[src/rtl/timer_peripheral_pkg.sv]
// Shared constants for the memory-mapped timer/IO peripheral:
// register offsets, TCON bit positions and the default window base.
package periph_pkg;

  // Default word-aligned base of the 6-word register window.
  localparam logic [31:0] BASE_ADDR_DEFAULT = 32'h4000_0000;

  // Byte offsets of each register inside the window.
  localparam logic [4:0] OFF_TH      = 5'h00;
  localparam logic [4:0] OFF_TL      = 5'h04;
  localparam logic [4:0] OFF_TCON    = 5'h08;
  localparam logic [4:0] OFF_LEDS    = 5'h0C;
  localparam logic [4:0] OFF_DIGITS  = 5'h10;
  localparam logic [4:0] OFF_SYSTICK = 5'h14;

  // TCON bit positions: enable, interrupt enable, interrupt status.
  localparam int TCON_EN = 0;
  localparam int TCON_IE = 1;
  localparam int TCON_IS = 2;

  // Width of the implemented TCON bits; upper bits read as zero.
  localparam int TCON_W = 3;

  // Word index (addr[4:2]) corresponding to a byte offset.
  function automatic logic [2:0] word_of(input logic [4:0] off);
    return off[4:2];
  endfunction

endpackage

[src/rtl/timer_peripheral_if.sv]
// CPU data-memory port as seen by the peripheral: address, store data and
// strobes from the CPU, decode hit and combinational read data back.
interface timer_peripheral_if;
  logic [31:0] addr;
  logic [31:0] wdata;
  logic        mem_read;
  logic        mem_write;
  logic        hit;
  logic [31:0] rdata;

  // CPU side drives the access, observes hit/rdata.
  modport master (
    output addr, wdata, mem_read, mem_write,
    input  hit, rdata
  );

  // Peripheral side decodes the access and returns data.
  modport slave (
    input  addr, wdata, mem_read, mem_write,
    output hit, rdata
  );
endinterface

[src/rtl/timer_peripheral_timer_core.sv]
// Reloadable 32-bit up-counter with reload register and interrupt status.
// Holds TH/TL/TCON; CPU writes arrive as per-register enables plus wdata.
module timer_core
  import periph_pkg::*;
(
  input  logic              clk,
  input  logic              reset,
  input  logic              we_th,
  input  logic              we_tl,
  input  logic              we_tcon,
  input  logic [31:0]       wdata,
  output logic [31:0]       th,
  output logic [31:0]       tl,
  output logic [TCON_W-1:0] tcon
);

  logic [31:0]       th_q, th_d;
  logic [31:0]       tl_q, tl_d;
  logic [TCON_W-1:0] tcon_q, tcon_d;
  logic              wrap;
  logic              set_is;

  // Next-state: count/reload first, then CPU writes override, then the
  // hardware status set is OR-ed in so it cannot be lost to a software clear.
  always_comb begin
    th_d   = th_q;
    tl_d   = tl_q;
    tcon_d = tcon_q;
    wrap   = tcon_q[TCON_EN] && (tl_q == 32'hFFFF_FFFF);
    // Status set uses the pre-write interrupt enable.
    set_is = wrap && tcon_q[TCON_IE];

    if (tcon_q[TCON_EN]) begin
      // Reload uses the old TH even if TH is written this cycle.
      tl_d = wrap ? th_q : tl_q + 32'd1;
    end

    if (we_th)   th_d   = wdata;
    if (we_tl)   tl_d   = wdata;
    if (we_tcon) tcon_d = wdata[TCON_W-1:0];

    if (set_is) tcon_d[TCON_IS] = 1'b1;
  end

  // Timer state registers with synchronous active-low reset.
  always_ff @(posedge clk) begin
    if (!reset) begin
      th_q   <= '0;
      tl_q   <= '0;
      tcon_q <= '0;
    end else begin
      th_q   <= th_d;
      tl_q   <= tl_d;
      tcon_q <= tcon_d;
    end
  end

  assign th   = th_q;
  assign tl   = tl_q;
  assign tcon = tcon_q;

endmodule

[src/rtl/timer_peripheral.sv]
// Memory-mapped timer/IO peripheral: address decode of a 6-word window,
// zero-latency read mux, LED/7-segment output registers, free-running
// systick and the timer interrupt request.
module timer_peripheral
  import periph_pkg::*;
#(
  parameter logic [31:0] BASE_ADDR = BASE_ADDR_DEFAULT
) (
  input  logic                clk,
  input  logic                reset,
  timer_peripheral_if.slave   bus,
  output logic                irq,
  output logic [7:0]          leds,
  output logic [11:0]         digits
);

  logic [2:0]        word_idx;
  logic              hit;
  logic              write_en;
  logic              we_th, we_tl, we_tcon, we_leds, we_digits;
  logic [31:0]       th, tl;
  logic [TCON_W-1:0] tcon;
  logic [7:0]        leds_q, leds_d;
  logic [11:0]       digits_q, digits_d;
  logic [31:0]       systick_q, systick_d;
  logic [31:0]       rdata;
  logic [1:0]        unused_byte_lane;

  // Byte-lane bits carry no meaning for word registers.
  assign unused_byte_lane = bus.addr[1:0];

  // Window decode: upper bits match the base, word index 0..5 only.
  always_comb begin
    word_idx = bus.addr[4:2];
    hit      = (bus.addr[31:5] == BASE_ADDR[31:5]) &&
               (word_idx <= word_of(OFF_SYSTICK));
  end

  // Per-register write enables; SYSTICK has none (read-only).
  always_comb begin
    write_en  = bus.mem_write && hit;
    we_th     = write_en && (word_idx == word_of(OFF_TH));
    we_tl     = write_en && (word_idx == word_of(OFF_TL));
    we_tcon   = write_en && (word_idx == word_of(OFF_TCON));
    we_leds   = write_en && (word_idx == word_of(OFF_LEDS));
    we_digits = write_en && (word_idx == word_of(OFF_DIGITS));
  end

  timer_core u_timer_core (
    .clk     (clk),
    .reset   (reset),
    .we_th   (we_th),
    .we_tl   (we_tl),
    .we_tcon (we_tcon),
    .wdata   (bus.wdata),
    .th      (th),
    .tl      (tl),
    .tcon    (tcon)
  );

  // Next-state for IO registers and the free-running systick.
  always_comb begin
    leds_d    = we_leds   ? bus.wdata[7:0]  : leds_q;
    digits_d  = we_digits ? bus.wdata[11:0] : digits_q;
    systick_d = systick_q + 32'd1;
  end

  // IO and systick registers with synchronous active-low reset.
  always_ff @(posedge clk) begin
    if (!reset) begin
      leds_q    <= '0;
      digits_q  <= '0;
      systick_q <= '0;
    end else begin
      leds_q    <= leds_d;
      digits_q  <= digits_d;
      systick_q <= systick_d;
    end
  end

  // Read mux shows current (pre-write) register values, zero-extended.
  always_comb begin
    rdata = 32'h0;
    if (bus.mem_read && hit) begin
      case (word_idx)
        word_of(OFF_TH):      rdata = th;
        word_of(OFF_TL):      rdata = tl;
        word_of(OFF_TCON):    rdata = {{(32-TCON_W){1'b0}}, tcon};
        word_of(OFF_LEDS):    rdata = {24'h0, leds_q};
        word_of(OFF_DIGITS):  rdata = {20'h0, digits_q};
        word_of(OFF_SYSTICK): rdata = systick_q;
        default:              rdata = 32'h0;
      endcase
    end
  end

  assign bus.hit   = hit;
  assign bus.rdata = rdata;
  assign irq       = tcon[TCON_IE] & tcon[TCON_IS];
  assign leds      = leds_q;
  assign digits    = digits_q;

endmodule
[src/flat_wrapper.sv]
// flat-port wrapper written by rule: the top's interface ports become plain ports
module timer_peripheral_flat import periph_pkg::*;
#(
  parameter logic [31:0] BASE_ADDR = BASE_ADDR_DEFAULT
)
  (clk, reset, irq, leds, digits, bus_addr, bus_wdata, bus_mem_read, bus_mem_write, bus_hit, bus_rdata);
  timer_peripheral_if bus_i ();
  input  logic clk;
  input  logic reset;
  output logic irq;
  output logic [7:0] leds;
  output logic [11:0] digits;
  input wire logic [$bits(bus_i.addr)-1:0] bus_addr;
  input wire logic [$bits(bus_i.wdata)-1:0] bus_wdata;
  input wire logic [$bits(bus_i.mem_read)-1:0] bus_mem_read;
  input wire logic [$bits(bus_i.mem_write)-1:0] bus_mem_write;
  output wire logic [$bits(bus_i.hit)-1:0] bus_hit;
  output wire logic [$bits(bus_i.rdata)-1:0] bus_rdata;
  assign bus_i.addr = bus_addr;
  assign bus_i.wdata = bus_wdata;
  assign bus_i.mem_read = bus_mem_read;
  assign bus_i.mem_write = bus_mem_write;
  assign bus_hit = bus_i.hit;
  assign bus_rdata = bus_i.rdata;
  timer_peripheral #(.BASE_ADDR(BASE_ADDR)) u_core (.clk(clk), .reset(reset), .bus(bus_i), .irq(irq), .leds(leds), .digits(digits));
endmodule
[config.mk]
export PLATFORM = sky130hd
export DESIGN_NAME = timer_peripheral_flat
export DESIGN_NICKNAME = d
export VERILOG_FILES = /design/src/rtl/timer_peripheral_pkg.sv /design/src/rtl/timer_peripheral_if.sv /design/src/rtl/timer_peripheral_timer_core.sv /design/src/rtl/timer_peripheral.sv /design/src/flat_wrapper.sv
export SDC_FILE = /design/constraint.sdc
export NUM_CORES = 1
export LEC_CHECK = 0
export BUFFER_PORTS_ARGS = -buffer_cell sky130_fd_sc_hd__buf_2
export CAP_MARGIN = 20
export CORE_MARGIN = 2
export CORE_UTILIZATION = 40
export CTS_CLUSTER_DIAMETER = 100
export CTS_CLUSTER_SIZE = 10
export DETAILED_ROUTE_END_ITERATION = 10
export PLACE_DENSITY_LB_ADDON = 0.2
export SLEW_MARGIN = 10
export SYNTH_ARGS = -nofsm -noshare
export SYNTH_HDL_FRONTEND = slang
export SYNTH_SLANG_ARGS = --single-unit
[constraint.sdc]
create_clock -name clk -period 4.4 [get_ports clk]
set_input_delay 0.22 -clock clk [delete_from_list [all_inputs] [get_ports clk]]
set_output_delay 0.22 -clock clk [all_outputs]
set_load 0.05 [all_outputs]
* Word level (Yosys, flattened, before mapping)
Cells that the tools add are included.
** Word-level totals
- Register bits after elaboration :: 119
- Bits in latches :: 0
- Bits in writable memories :: 0
- Bits in read-only memories :: 0
- Input bits :: 68
- Output and inout bits :: 54
- Logic and storage cells :: 38
- Memories :: 0
** Cells by class
- Add/sub/neg operators :: 2
- Multipliers :: 0
- Div/mod/pow operators :: 0
- Order comparisons :: 1
- Eq/ne operators :: 7
- Shift-type cells :: 0
- Mux-type cells :: 7
- Bitwise logic cells :: 1
- Reduce and logical (&&, ||, !) cells :: 13
** Operators with widths (count)
- case mux 32 bit (6 select lines) :: 1
- two-way mux 32 bit :: 4
- adder 32 x 1 -> 32 bit, second input constant :: 2
- equality test 32 bit, second input constant :: 1
- equality test 27 x 26 -> 1 bit, second input constant :: 1
- logical AND 1 bit :: 10
- equality test 3 x 2 -> 1 bit, second input constant :: 2
- equality test 3 bit, second input constant :: 2
- nonzero test 2 bit :: 2
- equality test 3 x 1 -> 1 bit, second input constant :: 1
- <= comparator 3 bit, second input constant :: 1
- zero test 3 bit :: 1
- two-way mux 3 bit :: 1
- bitwise AND 1 bit :: 1
- two-way mux 1 bit :: 1

* Depth between registers and ports, before layout
- Word-level depth :: 6
- Depth in mapped cells :: 9

* Modules after synthesis
Synthesis repeated with hierarchy kept, for this count alone.
** Second synthesis, totals
- Cell total of the unflattened synthesis :: 884
- Area total of the unflattened synthesis :: 7161.9 um2
** By module, submodules not included
- timer_core :: instances 1, cells an instance 434, area each 3608.5 um2
- timer_peripheral :: instances 1, cells an instance 450, area each 3553.4 um2

* Worst setup path after synthesis
No wires, ideal clock.
- Kind :: input -> output
- From :: in bus_addr[19]
- To :: out bus_rdata[2]
- Arrival :: 2.496 ns
- Path slack :: 1.684 ns
- Stages :: 5
- Path buffers :: 1
- Cells stage by stage :: nor4_2 -> nand4_4 -> or3_1 -> buf_2 -> a211oi_1
** Between the ends
- Longest elaborated chain between the ends :: 4
** Ends and longest elaborated chain
- start, declared :: RTL line flat_wrapper.sv:13 : input wire logic [$bits(bus_i.addr)-1:0] bus_addr;
- equality test 27 x 26 -> 1 bit :: RTL line timer_peripheral.sv:35 : hit = (bus.addr[31:5] == BASE_ADDR[31:5]) &&
- logical AND 1 bit :: RTL line timer_peripheral.sv:35
- logical AND 1 bit :: RTL line timer_peripheral.sv:84 : if (bus.mem_read && hit) begin
- two-way mux 32 bit :: RTL line timer_peripheral.sv:84
- end, declared :: RTL line flat_wrapper.sv:18 : output wire logic [$bits(bus_i.rdata)-1:0] bus_rdata;
Every way passes these cells.

* Worst setup path in the final report
- From :: in bus_addr[6]
- To :: out bus_rdata[9]
The elaborated chain is that of the path after synthesis.

==> impl_metrics.ini <==
[status]
status = completed

[power]
power.leakage_nw = 3.10
p_total_mw = 2.81
peakVddDrop_v = 0.000263
p_per_area_nw_per_um2 = 329

[min_path]
hold_path_startpoint = bus_wdata[28]
whs_path_depth = 3
hp-class = primary input to register

[cts]
htree_num_levels = 4
cts_inserted_buffers = 17
tritoncts_num_sinks = 119
cts_setup_buffers = 0
path_clk_slew_ns = 0.05
root_buffer = clkbuf_16
cts_tree = yes
cts_resized = 0
clockBufferDepth = 2
clk_latency_ns = 0.42
hold_buffers = 0

[yosys]
synthTopCellsByArea = dfxtp_1 (34%), mux2i_1 (12%), nor2_1 (6.7%)
synthFlopType = dfxtp_1
synth_cell_types = 67
synth_warnings = 0
async_flop_share = 0
synth_edf_count = 0
syn_nets = 891
avgSynthCellArea_um2 = 8.66
yosysSeqAreaShare = 0.335
syn_inst = 821
ys_seq_elements = 119
synth_largest_area_cell = dfxtp_1
synth_top_area_share = 0.335
synth.cell_area_um2 = 7110

[worst_setup_path]
crit_type = primary input to output port
crit_start = bus_addr[6]
end_kind = output port
reg2regPathDepth = 5
worstReg2RegEnd = u_core.u_timer_core.tl[16]
worstPathArrival_ns = 2.85
required_ns = 4.18
r2r_start = u_core.u_timer_core.tcon[0]
path_max_fanout = 13
crit_path_start_kind = primary input
crit_path_end = bus_rdata[9]
reg2reg_slack_ns = 1.74

[timing]
fin_skew_ns = 0.00411
fin_crit_ns = 3.07
hold_viol_final = 0
timing.fmax_ghz = 0.326
setup_viol = 0
maxSlewHeadroom = 0.241
tns_ns = 0
timing.hold.ws_ns = 0.0393
fin_crit_sh = 0.698
rsz0062_at_grt = false
setup_ws_ns = 1.33
maxSlewViolCount = 0
worst_pin_slew_ns = 1.13

[grt]
use_met2 = 0.351
grt.met1_usage = 0.316
antenna_found_initial = 0
grt_pass1_wl_um = 33100
grt_util_met3 = 0.0408
grt_usage = 0.226
grt.overflow.total = 0
grt_max_degree = 53
grt_pass1_vias = 6128
top_usage_layer = met2

[detailed_routing]
drc_errors = 0
drt_wl_total_um = 20900
first_iter_violations = 456
drtPass1Iterations = 5
final_antenna_net_count = 0
post_drt_wl_per_cell_um = 18.1
via_count = 6553
vias_per_cell = 5.67

[die]
core_um2 = 17400
ios = 122
num_rows = 48
die_x_um = 137
start_util = 0.409
die_y_um = 137
dieArea_um2 = 18800

[cells_and_area]
syn2layout_area_growth_pct = 19.9
layout-drive-gt1-share = 0.243
layout_commonest_cell = nor2_1
final_cell_mix = nor2_1 (127), buf_2 (119), dfxtp_1 (119)
antennaDiodeCount = 0
nNetsFinal = 987

[place]
dp_worst_setup_slack_ns = 1.19
place_congestion = 0.834
io_buffers = 119
hpwl_um = 14200

[run]
maxCapViolCount = 0
-- metrics by stage --
stage,cells,area [um2],utilization
2_1_floorplan,821,7110,-
3_3_place_gp,1121,7820,0.451
3_5_place_dp,1121,7820,0.451
4_1_cts,1153,8490,0.489
5_1_grt,1155,8520,0.491
6_report,1155,8520,0.491
-- layer usage --
metal | share of wire | vias to the layer above
li1 | - | 3191
met1 | 0.47 | 3111
met2 | 0.45 | 229
met3 | 0.065 | 22
met4 | 0.011 | 0
met5 | 0 | -
-- flip-flops by register name, indices dropped and copies added, names as in the netlist --
| register | cells |
|---|---|
| u_core.u_timer_core.tl | 32 |
| u_core.u_timer_core.tcon | 3 |
| u_core.digits | 12 |
| u_core.systick_q | 32 |
| u_core.leds | 8 |
| u_core.u_timer_core.th | 32 |
-- cell families (layout without fill, tap and decap cells) --
logic type	after synthesis	count (layout)	synth area share
adder cells (fa/ha/maj)	2	2	0.00352
AO/OA/AOI/OAI	157	157	0.141
XOR/XNOR	31	31	0.0382
multiplexers	94	94	0.147
AND/OR/NAND/NOR	346	346	0.288
buffers and inverters	72	181	0.0474
flip-flops	119	119	0.335
-- Yosys cell counts, types with 4 or more instances --
master / number
nand4_1: 21
inv_1: 12
nor3_1: 7
a211o_1: 6
a21oi_1: 54
o211ai_1: 6
mux2i_1: 83
or3_1: 7
xnor2_1: 9
buf_2: 15
a311oi_1: 4
mux4_2: 8
nand2_1: 40
nand3_1: 36
nand2b_1: 10
xor2_1: 22
clkbuf_1: 36
buf_1: 4
nor2b_1: 7
nor2_1: 127
nor4_1: 12
and2_1: 6
dfxtp_1: 119
or4_1: 4
nor2_4: 20
a31oi_1: 17
and3_1: 9
o31ai_1: 6
nor4_2: 5
nor4_4: 6
o21ai_0: 27
a211oi_1: 6
and4_1: 11
-- power by group --
part	switching, mW	leakage [nW]	total (mW)	internal [mW]
Sequential	0.00911	0.959	1.09	1.08
Combinational	0.0828	1.81	0.132	0.0492
Clock	0.504	0.330	1.58	1.08
-- critical path: stages --
cell	delay (ns)
buf_2	0.10
nor4_2	0.37
nand4_4	0.30
or3_1	0.58
or2_2	0.61
buf_16	0.27
nor2b_1	0.11
buf_2	0.27
-- worst min-delay path by stage --
stage,slack (ns),to
2_1_floorplan,0.35,u_core.u_timer_core.tl[11]
3_3_place_gp,0.46,u_core.systick_q[0]
3_5_place_dp,0.47,u_core.systick_q[0]
4_1_cts,0.03,u_core.u_timer_core.tl[28]
5_1_grt,0.05,u_core.u_timer_core.th[21]
6_report,0.04,u_core.u_timer_core.tl[28]
-- layout make-up --
cell class	count	area (um2)
fillers	1734	8840
multi-input cells	630	4400
flip-flops and latches	119	2380
repair buffers	137	748
clock buffers	24	502
well taps	225	282
clock inverters	8	165
inverters	12	45.0
Note: power is estimated with default switching activity, not from simulation.
